`config.mk`:
```
export PLATFORM = sky130hd
export DESIGN_NAME = fp_div_seq
export DESIGN_NICKNAME = d
export VERILOG_FILES = /design/src/rtl/fp_div_seq.sv
export SDC_FILE = /design/constraint.sdc
export NUM_CORES = 1
export LEC_CHECK = 0
export CAP_MARGIN = 20
export CORE_MARGIN = 3
export CORE_UTILIZATION = 58
export CTS_BUF_LIST = sky130_fd_sc_hd__clkbuf_4
export DETAILED_ROUTE_END_ITERATION = 10
export PLACE_DENSITY = 0.79
export SLEW_MARGIN = 20
export SYNTH_ARGS = -nofsm -noshare
export SYNTH_HDL_FRONTEND = slang
export SYNTH_SLANG_ARGS = --single-unit
```
`constraint.sdc`:
```
create_clock -name clk -period 6.3 [get_ports clk]
set_input_delay 1.26 -clock clk [delete_from_list [all_inputs] [get_ports clk]]
set_output_delay 1.26 -clock clk [all_outputs]
set_load 0.01 [all_outputs]
```
`src/rtl/fp_div_seq.sv`:
```
// Sequential floating-point divider: packed {sign, exp, frac} operands, truncating restoring divide.
// Latency: special operands 1 cycle after accept, normal operands MAN_W+3 cycles after accept.
// Backpressure: one operation in flight; in_ready only in IDLE, result held in DONE until out_ready.
module fp_div_seq #(
    parameter int EXP_W = 8,
    parameter int MAN_W = 23,
    parameter int BIAS  = (1 << (EXP_W - 1)) - 1
) (
    input  logic                   clk,
    input  logic                   rst,
    input  logic                   in_valid,
    output logic                   in_ready,
    input  logic [EXP_W+MAN_W:0]   a,
    input  logic [EXP_W+MAN_W:0]   b,
    output logic                   out_valid,
    input  logic                   out_ready,
    output logic [EXP_W+MAN_W:0]   res,
    output logic                   busy
);

    localparam int W     = 1 + EXP_W + MAN_W;
    localparam int SIG_W = MAN_W + 1;   // significand incl. hidden bit
    localparam int REM_W = MAN_W + 2;   // partial remainder, holds up to 2*divisor
    localparam int E_W   = EXP_W + 2;   // signed exponent with room for over/underflow
    localparam int CNT_W = ($clog2(MAN_W + 2) > 5) ? $clog2(MAN_W + 2) : 5;

    localparam logic [E_W-1:0]   BIAS_E   = E_W'(BIAS);
    localparam logic [E_W-1:0]   E_MAX    = E_W'((1 << EXP_W) - 1);
    localparam logic [CNT_W-1:0] CNT_INIT = CNT_W'(MAN_W);

    localparam logic [1:0] ST_IDLE   = 2'd0;
    localparam logic [1:0] ST_DIVIDE = 2'd1;
    localparam logic [1:0] ST_NORM   = 2'd2;
    localparam logic [1:0] ST_DONE   = 2'd3;

    logic [1:0]       state_q, state_d;
    logic             sign_q,  sign_d;
    logic [E_W-1:0]   exp_q,   exp_d;
    logic [SIG_W-1:0] sigb_q,  sigb_d;
    logic [REM_W-1:0] rem_q,   rem_d;
    logic [SIG_W-1:0] quo_q,   quo_d;
    logic [CNT_W-1:0] cnt_q,   cnt_d;
    logic [W-1:0]     res_q,   res_d;

    // Operand decode straight from the input ports (only used on accept)
    logic [EXP_W-1:0] exp_a, exp_b;
    logic [SIG_W-1:0] sig_a, sig_b;
    logic             sign_in;
    logic             lt;
    logic [REM_W-1:0] sig_a_adj;
    logic [E_W-1:0]   e_calc;
    logic [W-1:0]     inf_in;

    assign exp_a   = a[W-2:MAN_W];
    assign exp_b   = b[W-2:MAN_W];
    assign sig_a   = {|exp_a, a[MAN_W-1:0]};
    assign sig_b   = {|exp_b, b[MAN_W-1:0]};
    assign sign_in = a[W-1] ^ b[W-1];
    assign inf_in  = {sign_in, {EXP_W{1'b1}}, {MAN_W{1'b0}}};

    // Pre-scale the dividend so the quotient always lands in [1, 2); exponent absorbs the shift
    assign lt        = (sig_a < sig_b);
    assign sig_a_adj = lt ? {sig_a, 1'b0} : {1'b0, sig_a};
    assign e_calc    = {2'b00, exp_a} - {2'b00, exp_b} + BIAS_E - E_W'(lt);

    // Final exponent range checks on the stored signed exponent
    logic ovf, unf;
    assign ovf = !exp_q[E_W-1] && (exp_q >= E_MAX);
    assign unf = exp_q[E_W-1] || (exp_q == '0);

    // Restoring step: subtract divisor when it fits, emit quotient bit, shift remainder
    logic             rem_ge;
    logic [REM_W-1:0] rem_sub;

    // Next-state and datapath update for the divider FSM
    always_comb begin
        state_d = state_q;
        sign_d  = sign_q;
        exp_d   = exp_q;
        sigb_d  = sigb_q;
        rem_d   = rem_q;
        quo_d   = quo_q;
        cnt_d   = cnt_q;
        res_d   = res_q;
        rem_ge  = (rem_q >= {1'b0, sigb_q});
        rem_sub = rem_ge ? (rem_q - {1'b0, sigb_q}) : rem_q;

        case (state_q)
            ST_IDLE: begin
                if (in_valid) begin
                    sign_d = sign_in;
                    if ((&exp_a) || (&exp_b)) begin
                        res_d   = inf_in;
                        state_d = ST_DONE;
                    end else if (exp_a == '0) begin
                        res_d   = '0;
                        state_d = ST_DONE;
                    end else if (exp_b == '0) begin
                        res_d   = inf_in;
                        state_d = ST_DONE;
                    end else begin
                        exp_d   = e_calc;
                        sigb_d  = sig_b;
                        rem_d   = sig_a_adj;
                        quo_d   = '0;
                        cnt_d   = CNT_INIT;
                        state_d = ST_DIVIDE;
                    end
                end
            end
            ST_DIVIDE: begin
                rem_d = rem_sub << 1;
                quo_d = (quo_q << 1) | SIG_W'(rem_ge);
                if (cnt_q == '0) begin
                    state_d = ST_NORM;
                end else begin
                    cnt_d = cnt_q - CNT_W'(1);
                end
            end
            ST_NORM: begin
                // Quotient MSB is the implicit 1; remaining bits are the truncated fraction
                if (ovf) begin
                    res_d = {sign_q, {EXP_W{1'b1}}, {MAN_W{1'b0}}};
                end else if (unf) begin
                    res_d = '0;
                end else begin
                    res_d = {sign_q, exp_q[EXP_W-1:0], quo_q[MAN_W-1:0]};
                end
                state_d = ST_NORM == state_q ? ST_DONE : state_q;
            end
            ST_DONE: begin
                if (out_ready) begin
                    state_d = ST_IDLE;
                end
            end
            default: state_d = ST_IDLE;
        endcase
    end

    // State registers with synchronous reset taking priority over everything
    always_ff @(posedge clk) begin
        if (rst) begin
            state_q <= ST_IDLE;
            sign_q  <= 1'b0;
            exp_q   <= '0;
            sigb_q  <= '0;
            rem_q   <= '0;
            quo_q   <= '0;
            cnt_q   <= '0;
            res_q   <= '0;
        end else begin
            state_q <= state_d;
            sign_q  <= sign_d;
            exp_q   <= exp_d;
            sigb_q  <= sigb_d;
            rem_q   <= rem_d;
            quo_q   <= quo_d;
            cnt_q   <= cnt_d;
            res_q   <= res_d;
        end
    end

    assign in_ready  = (state_q == ST_IDLE);
    assign out_valid = (state_q == ST_DONE);
    assign busy      = (state_q != ST_IDLE);
    assign res       = res_q;

endmodule
```
; Word level (Yosys, flattened, before mapping)
; Index checks and enable logic that the tools add are counted.
[word_totals]
ff_bits = 122
in_bits = 68
output_inout_bits = 35
wordCells = 89
[op_classes]
n_addsub = 5
order_cmp = 3
eq_ne = 13
n_mux = 33
bitwise_logic = 5
n_reduce_logical = 22
[op_table]
columns = cell, n
row1 = 2-to-1 mux 32 bit, 6
row2 = 2-to-1 mux 25 bit, 5
row3 = 2-to-1 mux 23 bit, 4
row4 = one-hot mux 32 bit (2 select lines), 1
row5 = one-hot mux 25 bit (2 select lines), 1
row6 = one-hot mux 23 bit (2 select lines), 1
row7 = >= comparator 25 x 24 -> 1 bit, 1
row8 = 2-to-1 mux 5 bit, 5
row9 = less-than comparator 24 bit, 1
row10 = 2-to-1 mux 24 bit, 1
row11 = subtractor 24 bit, 1
row12 = bitwise OR 23 x 1 -> 23 bit, 1
row13 = zero test 8 bit, 2
row14 = AND reduction 8 bit, 2
row15 = OR reduction 8 bit, 2
row16 = 2-to-1 mux 2 bit, 7
row17 = != test 2 bit (second input constant), 7
row18 = adder 9 x 8 -> 10 bit (second input constant), 1
row19 = >= comparator 10 x 8 -> 1 bit (second input constant), 1
row20 = zero test 10 bit, 1
row21 = one-hot mux 5 bit (2 select lines), 1
row22 = AND reduction 5 bit, 2
row23 = subtractor 10 x 1 -> 10 bit, 1
row24 = subtractor 8 x 8 -> 9 bit, 1
row25 = other kinds (19), 25

; Depth between registers and ports, before layout
; Gate-level depths: netlist of the first run.
[logic_depth]
depth_word = 8
depth_mapped = 22
mapped_depth_nobuf = 20

; Worst setup path after synthesis of the first run
; No wires, ideal clock.
[synth_path]
path_type = input to register
start = input port a[23]
end = register exp_q[7]
setup_ps = 70
t_arrival_ps = 4996
t_required_ps = 6230
setup_slack_ps = 1234
cell_stages = 22
path_buffers = 2
cell_sequence = nor4_1 > nand2_1 > ha_1 > nand4b_1 > nor4_1 > a221oi_1 > nand2_1 > a311oi_1 > buf_4 > buf_6 > inv_1 > ha_1 > ha_1 > fa_1 > a21o_1 > a21oi_1 > nor2b_1 > o21a_1 > nor2_1 > xnor2_1 > nand2_1 > a21oi_1
[synth_between]
elab_chain_cells = 4
word_cells_on_any_way = 11
cone_classes = 3 x add/sub / 1 x order compare / 2 x bitwise / 5 x reduce/logical
[synth_lines]
columns = element, line_no
row1 = "start, declared", 13  ; input logic [EXP_W+MAN_W:0] a,
row2 = branches (longest 4 deep; another with adder 9 x 8 -> 10 bit), -
row3 = "end signal, assigned", 154  ; exp_q <= exp_d;
row4 = "end, declared", 38  ; logic [E_W-1:0] exp_q, exp_d;
; Several ways; the timed one is not identified.
; A chain may end at the register's enable or synchronous reset.

; Worst setup path in the final report of the first run
[layout_path]
start = input port a[24]
end = register exp_q[7]
; The elaborated chain is that of the path after synthesis.

==> out/metrics.cfg, run 1 <==
[logic_synthesis]
syn_inst=1016
avgSynthCellArea_sq_um=7.75
synth_nets=1157
dominantRegCellSynth=dfxtp_1
yosysWarnings=0
synth_edf_count=0
synth-async-reset-ratio_pct=0
synth_seq_cells=122
yosys-top-cells-area=dfxtp_1 31%, ha_1 11%, a21oi_1 7.5%
seq_area_frac_synth_pct=31.0
synth_top_area_cell=dfxtp_1
ys_types=65
synth_top_area_share_pct=31.0
synth_area_sq_mm=0.00787

[route]
highest_layer=met4
wl_met1_mm=9.74
routed_wl_mm=21.0
wl_met2_mm=9.14
drc_errors=0
final_antenna_net_count=0
drt-pass1-iter-count=6
wl_per_cell_um=16.5
met3_length_mm=1.94
avgViaCountPerCell=5.96
drtIter0Drc=849
vias=7604

[clocking]
cts_buffers=17
clock-root-buffer=clkbuf_4
cts_resized=0
cts.sinks=122
clock_path_buffers=2
insertion_delay_ps=540
h-tree-depth=4
cts_setup_buffers=0
clk_pin_slew_ps=110
tritoncts=done
ctsHoldBuffers=0

[worst_setup_path]
cpLargestDelayFamily=simple AND/OR/NAND/NOR gates
cp-end-kind=flip-flop
worstPathArrival_ps=5690
cpPeakStageDelay_ps=490
critPathKind=input pin to flip-flop
path_buf_inv=2
cp_max_fo=5
startpoint_type=input pin
cp_cell_sequence=clkdlybuf4s50_1 -> nor4_1 -> nand2_1 -> ha_1 -> nand4b_1 -> nor4_1 -> a221oi_1 -> nand2_1 -> a311oi_4 -> inv_1 -> ha_1 -> ha_1 -> fa_1 -> a21o_1 -> a21oi_1 -> nor2b_1 -> o21a_1 -> nor2_1 -> xnor2_1 -> nand2_1 -> a21oi_1
cp.required_ps=6760
slowest_stage=clkdlybuf4s50_1

[grt]
antenna_found_initial=1
grt_use_total_pct=28.2
grt_pass1_wl_mm=33.9
grt_start_max_net_pins=66
grt_remaining_overflow=0
grt_pass1_vias=6782

[sta]
skew_ps=21.6
drv_slew=0
grt_setup_unrepaired=false
fmax_mhz=191
tightest_slew_ps=1040
holdWs_ps=463
finalHoldViolCount=0
min_period_ps=5230
tns_ps=0
maxSlewHeadroom_pct=30.8
setup-violations-final=0
finalCritPeriodShare_pct=83.1

[power_and_ir_drop]
power_density_mw_per_mm2=485
leakagePower_nw=3.77
ir_drop_mv=0.237

[floorplanning]
dieWidth_um=123
die_area_sq_mm=0.0150
core-area_sq_mm=0.0129
die_h_um=123
rows=41
ios=103
initial_core_util_pct=60.9

[finish]
regArea_sq_mm=0.00244
drive_above_1_share_pct=5.17
syn2layout_area_growth_pct=17.4
nFillCells=1098
fin_nets=1231
multi_input_area_sq_mm=0.00490
fin_util_pct=71.5

[placement]
portBuffers=102
routabilityCongestion=0.930
dp_hpwl_mm=15.5

[flow_run]
maxCapViolations=0

[run_status]
outcome=finished, final reports clean

[hold_path]
hp-class=flip-flop to flip-flop

-- layer usage --
layer / vias up / track usage (%)
li1: 3759 / -
met1: 3520 / 40.5
met2: 307 / 42.6
met4: 0 / 5.60
met5: - / 0
met3: 18 / 7.93
-- worst reg2reg max path, stage by stage (launching register included) --
cell and delay, ps:
dfxtp_1 420, inv_1 100, ha_1 390, a21oi_1 260, o21ai_0 140, a21oi_1 120, or2b_4 310, a311oi_4 920
buf_4 420, mux2i_1 140, nand2b_1 160, a32o_1 220
-- cell usage after synthesis (5+ instances only) --
master / count
o211ai_1: 13
xor2_1: 8
nor2_1: 80
mux2i_1: 28
nand2_1: 145
nor2b_1: 10
xnor2_1: 22
nand4_1: 14
a21o_1: 17
buf_2: 7
buf_1: 5
a21oi_1: 118
or4_1: 5
a32o_1: 13
clkbuf_1: 38
a211oi_1: 19
inv_1: 79
dfxtp_1: 122
nand3_1: 38
a22oi_1: 22
o21a_1: 6
a31oi_1: 5
nand2b_1: 6
ha_1: 70
nor4_1: 9
o21ai_0: 34
nor3_1: 14
-- layout by cell type, fill, tap and decap left out, types with 4 or more instances in the layout --
cell | synthesis | layout
nand2_1 | 145 | 145
dfxtp_1 | 122 | 122
a21oi_1 | 118 | 118
clkdlybuf4s50_1 | 0 | 101
nor2_1 | 80 | 80
inv_1 | 79 | 79
ha_1 | 70 | 69
nand3_1 | 38 | 38
o21ai_0 | 34 | 34
mux2i_1 | 28 | 28
xnor2_1 | 22 | 22
a22oi_1 | 22 | 22
a211oi_1 | 19 | 19
a21o_1 | 17 | 17
clkbuf_4 | 0 | 17
nand4_1 | 14 | 14
nor3_1 | 14 | 14
o211ai_1 | 13 | 13
a32o_1 | 13 | 13
buf_4 | 4 | 12
nor2b_1 | 10 | 10
nor4_1 | 9 | 9
inv_6 | 0 | 9
xor2_1 | 8 | 8
o21a_1 | 6 | 6
nand2b_1 | 6 | 6
or4_1 | 5 | 5
a31oi_1 | 5 | 5
a211o_1 | 4 | 4
o221ai_1 | 4 | 4
-- layout make-up --
cell class | instances | share of cell area, %
inverters | 80 | 3.25
well taps | 172 | 2.33
repair buffers | 113 | 11.9
clock inverters | 15 | 1.64
flip-flops and latches | 122 | 26.4
diodes | 1 | 0.0271
multi-input cells | 756 | 53.0
clock buffers | 17 | 1.38
-- cells by family (layout without fill, tap and decap cells) --
group	Yosys count	count (layout)	share of synthesized area [%]
other	0	1	0
xor gates and xnor gates	30	30	3.34
DFF	122	122	31.0
buffers and inverters	138	225	7.26
muxes	29	29	3.70
and+or+nand+nor	336	336	19.1
adders and majority gates	73	73	11.9
AOI/OAI and AO/OA	288	288	23.6
-- registers in the layout, summed over array words and instances, names as in the netlist --
name     cells
res         32
rem_q       25
sigb_q      24
quo_q       23
exp_q       10
cnt_q        5
state_q      2
sign_q       1
-- where the power goes --
group / leakage (nW) / internal [mW] / switching [mW]
clock: 0.155 / 0.211 / 0.348
combinational: 2.62 / 1.15 / 1.72
sequential: 0.995 / 0.936 / 0.126
-- stage by stage --
step | total power [mW] | cells | area, sq um | setup WS, ps
3_3_place_gp | 3.83 | 1243 | 8960 | 630
3_5_place_dp | 3.87 | 1243 | 8960 | 513
4_1_cts | 4.44 | 1275 | 9240 | 1070
5_1_grt | 4.83 | 1276 | 9240 | 593
2_1_floorplan | 3.27 | 1016 | 7870 | 1230
6_report | 4.48 | 1276 | 9240 | 1070
-- path summary, 6_finish.rpt --
path                                  from        to  slack [ps]  cells past startpoint
worst max-delay path                 a[24]  exp_q[7]        1070                     21
worst min-delay path               res[22]   res[22]         460                      2
worst max register to register  sigb_q[12]  rem_q[2]        2610                     11
worst min register to register     res[22]   res[22]         460                      2
No activity file was read; power rests on OpenSTA's default activity.
==> run 2: changes to the inputs <==
--- a/config.mk
+++ b/config.mk
@@ -7,10 +7,10 @@
 export LEC_CHECK = 0
 export CAP_MARGIN = 20
 export CORE_MARGIN = 3
-export CORE_UTILIZATION = 58
+export CORE_UTILIZATION = 52
 export CTS_BUF_LIST = sky130_fd_sc_hd__clkbuf_4
 export DETAILED_ROUTE_END_ITERATION = 10
-export PLACE_DENSITY = 0.79
+export PLACE_DENSITY = 0.75
 export SLEW_MARGIN = 20
 export SYNTH_ARGS = -nofsm -noshare
 export SYNTH_HDL_FRONTEND = slang
==> constraint.sdc (replaced) <==
create_clock -name clk -period 4.68 [get_ports clk]
set_input_delay 0.936 -clock clk [delete_from_list [all_inputs] [get_ports clk]]
set_output_delay 0.936 -clock clk [all_outputs]
set_load 0.01 [all_outputs]
==> run 2 against run 1 <==
Against the previous run:
- largest power group unchanged
- wire length increased by 0.57%
- global-route usage decreased by 2.3 points
- critical path type unchanged
- clock skew decreased by 1.3 ps
- clock power increased by 47%
- non-clock buffer count increased by 48
- die area increased by 11%
- total power increased by 38%
- register-to-register slack got worse by 1400 ps
- hold slack got worse by 0.89 ps
==> out/metrics.cfg, run 2 (synthesis results as in run 1) <==
[route]
vias=7707
final_antenna_net_count=0
drc_errors=0
drt-pass1-iter-count=6
wl_per_cell_um=15.8
routed_wl_mm=21.1
drtIter0Drc=608
avgViaCountPerCell=5.77

[sta]
min_period_ps=4430
finalHoldViolCount=0
setup-violations-final=0
grt_setup_unrepaired=false
tightest_slew_ps=892
fmax_mhz=226
drv_slew=0
maxSlewHeadroom_pct=40.6
skew_ps=20.3
finalCritPeriodShare_pct=94.7

[clocking]
cts.sinks=122
tritoncts=done
cts_buffers=17
h-tree-depth=4
clk_pin_slew_ps=140
clock_path_buffers=2
insertion_delay_ps=560
ctsHoldBuffers=0
clock-root-buffer=clkbuf_4

[floorplanning]
die_h_um=129
ios=103
initial_core_util_pct=53.6
rows=44
core-area_sq_mm=0.0147
die_area_sq_mm=0.0167
dieWidth_um=129

[worst_setup_path]
cp-end-kind=flip-flop
cp.required_ps=5180
worstPathArrival_ps=4930
slowest_stage=clkdlybuf4s50_1
cp_cell_sequence=clkdlybuf4s50_1 -> nor4_2 -> nand2_1 -> ha_4 -> nand4b_1 -> nor4_2 -> a221oi_1 -> nand2_1 -> a311oi_4 -> inv_1 -> ha_1 -> ha_2 -> fa_2 -> a21o_1 -> a21oi_2 -> nor2b_1 -> o21a_1 -> nor2_1 -> xnor2_1 -> nand2_1 -> a21oi_1
path_buf_inv=2
crit_path_frequent_cell=nand2_1
cp_max_fo=4
startpoint_type=input pin
cpPeakStageDelay_ps=430
cpLargestDelayFamily=simple AND/OR/NAND/NOR gates
critPathKind=input pin to flip-flop

[finish]
drive_above_1_share_pct=9.82
final_cell_mix=145 x nand2_1, 122 x dfxtp_1, 117 x a21oi_1, 101 x clkdlybuf4s50_1, 80 x nor2_1
fin_nets=1279
largest_reg_flops=32
syn2layout_area_growth_pct=23.4
stdcell_area_sq_mm=0.00972
fin_util_pct=66.1
layout_commonest_cell=nand2_1

[placement]
post_dp_cell_area_sq_mm=0.00936
dp_hpwl_mm=15.8
routabilityCongestion=0.895
portBuffers=102

[power_and_ir_drop]
internal_power_mw=3.21
seqPwrFrac_pct=23.0
power_density_mw_per_mm2=638
p_switching_mw=2.98
total_power_mw=6.19
sw_frac_of_total_pct=48.1
comb_power_share_pct=63.7
ir_drop_mv=0.387
pwr-share-clk_pct=13.3
leakagePower_nw=4.03

[grt]
grt_start_max_net_pins=67
grt_pass1_wl_mm=35.2
grt_use_total_pct=25.9
antenna_found_initial=1
grt_remaining_overflow=0
grt_pass1_vias=7305

[hold_path]
hp-class=flip-flop to flip-flop

[flow_run]
maxCapViolations=0

[run_status]
outcome=finished, final reports clean

## run 2: tightest hold or removal path, stage by stage (launching register included)
cell	delay [ps]
dfxtp_1	330
nand2_1	50
a21oi_1	50
## run 2: area by class of cell
| type | instances | area, sq um |
|---|---|---|
| clock inverter | 15 | 180 |
| clock buffer | 17 | 128 |
| timing repair buffer | 161 | 1470 |
| inverter | 80 | 300 |
| sequential | 122 | 2440 |
| antenna | 1 | 2.50 |
| tap | 184 | 230 |
| fill | 1276 | 4980 |
| multi-input combinational | 756 | 4960 |
## run 2: path summary, 6_finish.rpt
kind	from	endpoint	slack, ps	cells past startpoint
max	a[29]	exp_q[7]	250	21
min	res[22]	res[22]	460	2
max reg2reg	sigb_q[1]	rem_q[17]	1250	10
min reg2reg	res[22]	res[22]	460	2
## run 2: layer usage
metal / wire length [um] / track usage, %
met1: 9910 / 36.0
met3: 1490 / 6.39
met5: 0 / 0
met4: 418 / 7.91
met2: 9310 / 39.9
## run 2: stage by stage
step	hold slack [ps]	worst slack, ps	instances	TNS, ps
after floorplan	432	29.8	1016	0
after global placement	443	-368	1302	-1060
after detailed placement	448	-542	1302	-1890
after CTS	465	72.9	1334	0
after global routing	485	43.1	1336	0
final	462	250	1336	0
## run 2: power by group through the flow
| stage | sequential, mW | combinational, mW | clock (mW) |
|---|---|---|---|
| floorplan | 1.41 | 2.99 | 0 |
| global route | 1.45 | 4.38 | 0.877 |
| detailed placement | 1.45 | 3.87 | 0 |
| CTS | 1.42 | 3.89 | 0.836 |
| finish | 1.43 | 3.94 | 0.823 |
| global placement | 1.44 | 3.81 | 0 |
## run 2: timing repair
| action | CTS | global route |
|---|---|---|
| gates resized for setup | 0 | 6 |
| setup endpoints to repair | 0 | 3 |
| setup buffers | 0 | 1 |
| hold endpoints to repair | 0 | 0 |
==> run 3: changes to the inputs <==
--- a/config.mk
+++ b/config.mk
@@ -5,9 +5,10 @@
 export SDC_FILE = /design/constraint.sdc
 export NUM_CORES = 1
 export LEC_CHECK = 0
+export ABC_AREA = 1
 export CAP_MARGIN = 20
 export CORE_MARGIN = 3
-export CORE_UTILIZATION = 52
+export CORE_UTILIZATION = 53
 export CTS_BUF_LIST = sky130_fd_sc_hd__clkbuf_4
 export DETAILED_ROUTE_END_ITERATION = 10
 export PLACE_DENSITY = 0.75
==> run 3 against run 2 <==
Against the previous run:
- final cell count increased by 23%
- sequential share of layout area decreased by 1.1 points
- combinational power increased by 19%
- hold slack gained 11 ps
- via count is 14% higher
- flip-flop and latch count did not move
- register-to-register slack better by 540 ps
- setup slack improved by 500 ps
- clock power is 7.9% higher
- synthesized cell count rose by 32%
- first-iteration DRC count grew 3.9%
- sequential power increased by 13%
- critical path type unchanged
- largest power group unchanged
==> out/metrics.cfg, run 3 <==
[sta]
skew_ps=22.0
setup-violations-final=0
drv_slew=0
tns_ps=0
fmax_mhz=255
tightest_slew_ps=991
final_critical_path_setup_slack_ps=752
finalCritPeriodShare_pct=83.9
grt_setup_unrepaired=false
min_period_ps=3930
maxSlewHeadroom_pct=33.9
finalHoldViolCount=0

[floorplanning]
die_area_sq_mm=0.0181
rows=46
core-area_sq_mm=0.0160
initial_core_util_pct=54.6
dieWidth_um=134
ios=103
die_h_um=134

[logic_synthesis]
dominantRegCellSynth=dfxtp_1
synth_edf_count=0
yosysWarnings=0
synth_top_area_share_pct=28.0
yosys-top-cells-area=dfxtp_1 28%, nand2_1 14%, ha_1 10%
avgSynthCellArea_sq_um=6.52
synth_top_area_cell=dfxtp_1
netlist_top_cells_count=317 x nand2_1, 201 x inv_1, 131 x a21oi_1, 122 x dfxtp_1, 112 x o21ai_0
syn_inst=1340
ys_types=46
synth_nets=1481
seq_area_frac_synth_pct=28.0
synth_seq_cells=122
synth-async-reset-ratio_pct=0
synth_area_sq_mm=0.00873
synth_most_common_cell=nand2_1

[finish]
largest_reg_flops=32
layout_commonest_cell=nand2_1
fin_nets=1558
final_cell_mix=317 x nand2_1, 200 x inv_1, 131 x a21oi_1, 122 x dfxtp_1, 112 x o21ai_0
syn2layout_area_growth_pct=16.6
drive_above_1_share_pct=7.83

[route]
routed_wl_mm=24.2
drt-pass1-iter-count=5
drc_errors=0
drtIter0Drc=632
wl_per_cell_um=14.7
avgViaCountPerCell=5.36
final_antenna_net_count=0
vias=8821

[clocking]
cts.sinks=122
cts_resized=0
clk_pin_slew_ps=120
ctsHoldBuffers=0
clock-root-buffer=clkbuf_4
insertion_delay_ps=570
clock_path_buffers=2
cts_setup_buffers=0
tritoncts=done
h-tree-depth=4
cts_buffers=17

[worst_setup_path]
r2r_cells=9
worstPathArrival_ps=4370
cp_cell_sequence=clkdlybuf4s50_1 -> nor2_1 -> nand3_1 -> nor2_1 -> inv_1 -> ha_1 -> nor3_1 -> nand2_1 -> nor2_1 -> nand2_2 -> nand2_2 -> ha_1 -> ha_1 -> fa_1 -> nand3_1 -> nand2_1 -> a21oi_1 -> o21bai_1 -> or2_2 -> nand3_1 -> a21oi_1
r2r_end=rem_q[15]
cp.required_ps=5120
critPathKind=input pin to flip-flop
cp_max_fo=10
slowest_stage=clkdlybuf4s50_1
crit_start=b[23]
startpoint_type=input pin
cpPeakStageDelay_ps=450
rrSetupSlack_ps=1790
cp-end-kind=flip-flop
r2r-start=state_q[1]

[run_status]
outcome=finished, final reports clean

[grt]
grt_pass1_vias=8291
use_met1_pct=37.3
grt_use_total_pct=27.1
grt_pass1_wl_mm=40.0
use_met3_pct=5.51
use_met2_pct=43.2
antenna_found_initial=1
grt_busiest_layer=met2
grt_start_max_net_pins=60
grt_remaining_overflow=0

[placement]
portBuffers=102
dp_hpwl_mm=18.3
pre_cts_slack_ps=209
routabilityCongestion=0.955

[hold_path]
hp-class=flip-flop to flip-flop
hp-start=rem_q[0]
whs_endpoint=rem_q[0]
worstHoldPathCells=2

[power_and_ir_drop]
total_power_mw=7.17
ir_drop_mv=0.381
leakagePower_nw=4.78
power_density_mw_per_mm2=704

[flow_run]
maxCapViolations=0

run 3: logic make-up (layout without fill, tap and decap cells):
| group | count (synthesis) | count (layout) | share of synthesized area [%] |
|---|---|---|---|
| compound gates | 279 | 279 | 17.3 |
| xor+xnor | 26 | 26 | 2.61 |
| fa+ha+maj | 73 | 73 | 10.7 |
| buf+inv | 265 | 355 | 12.2 |
| flops | 122 | 122 | 28.0 |
| other cells | 0 | 1 | 0 |
| simple gates | 575 | 575 | 29.2 |
run 3: worst max-delay path: cells and delay by family:
family / cells / cell delay [ps]
buffers and inverters: 2 / 530
AND/OR/NAND/NOR: 12 / 1470
adder cells (fa/ha/maj): 4 / 1120
AO/OA/AOI/OAI: 3 / 320
run 3: worst max path at each step:
stage | to | slack, ps | cells after the start
after floorplan | exp_q[7] | 640 | 21
after global placement | exp_q[7] | 300 | 21
after detailed placement | exp_q[7] | 210 | 21
after CTS | exp_q[7] | 800 | 21
after global routing | exp_q[7] | 470 | 21
final | exp_q[7] | 750 | 21
run 3: per-layer routing:
| metal | up-vias | share of wire, % | routed length (um) |
|---|---|---|---|
| met5 | - | 0 | 0 |
| met4 | 0 | 2.2 | 540 |
| met3 | 38 | 5.5 | 1320 |
| met2 | 226 | 45 | 10900 |
| met1 | 4070 | 48 | 11500 |
| li1 | 4487 | - | - |
run 3: final cells by class:
cell class / count / area [sq um]
Antenna cell: 1 / 2.50
Clock buffer: 17 / 128
Clock inverter: 15 / 201
Fill cell: 1621 / 5820
Inverter: 214 / 808
Multi-Input combinational cell: 953 / 5250
Sequential cell: 122 / 2440
Tap cell: 216 / 270
Timing Repair Buffer: 109 / 1070
run 3: power by group:
group	switching, mW	leakage (nW)	internal [mW]
clock	0.495	0.175	0.393
combinational	2.99	3.60	1.67
sequential	0.224	1.00	1.39
run 3: per-stage QoR:
stage | std cells | hold slack [ps] | util [%] | instance area, sq um
final | 1647 | 473 | 63.6 | 10200
after global routing | 1647 | 487 | 63.6 | 10200
after CTS | 1646 | 474 | 63.5 | 10200
after detailed placement | 1614 | 456 | 61.5 | 9840
after global placement | 1614 | 455 | 61.5 | 9840
after floorplan | 1340 | 444 | - | 8730
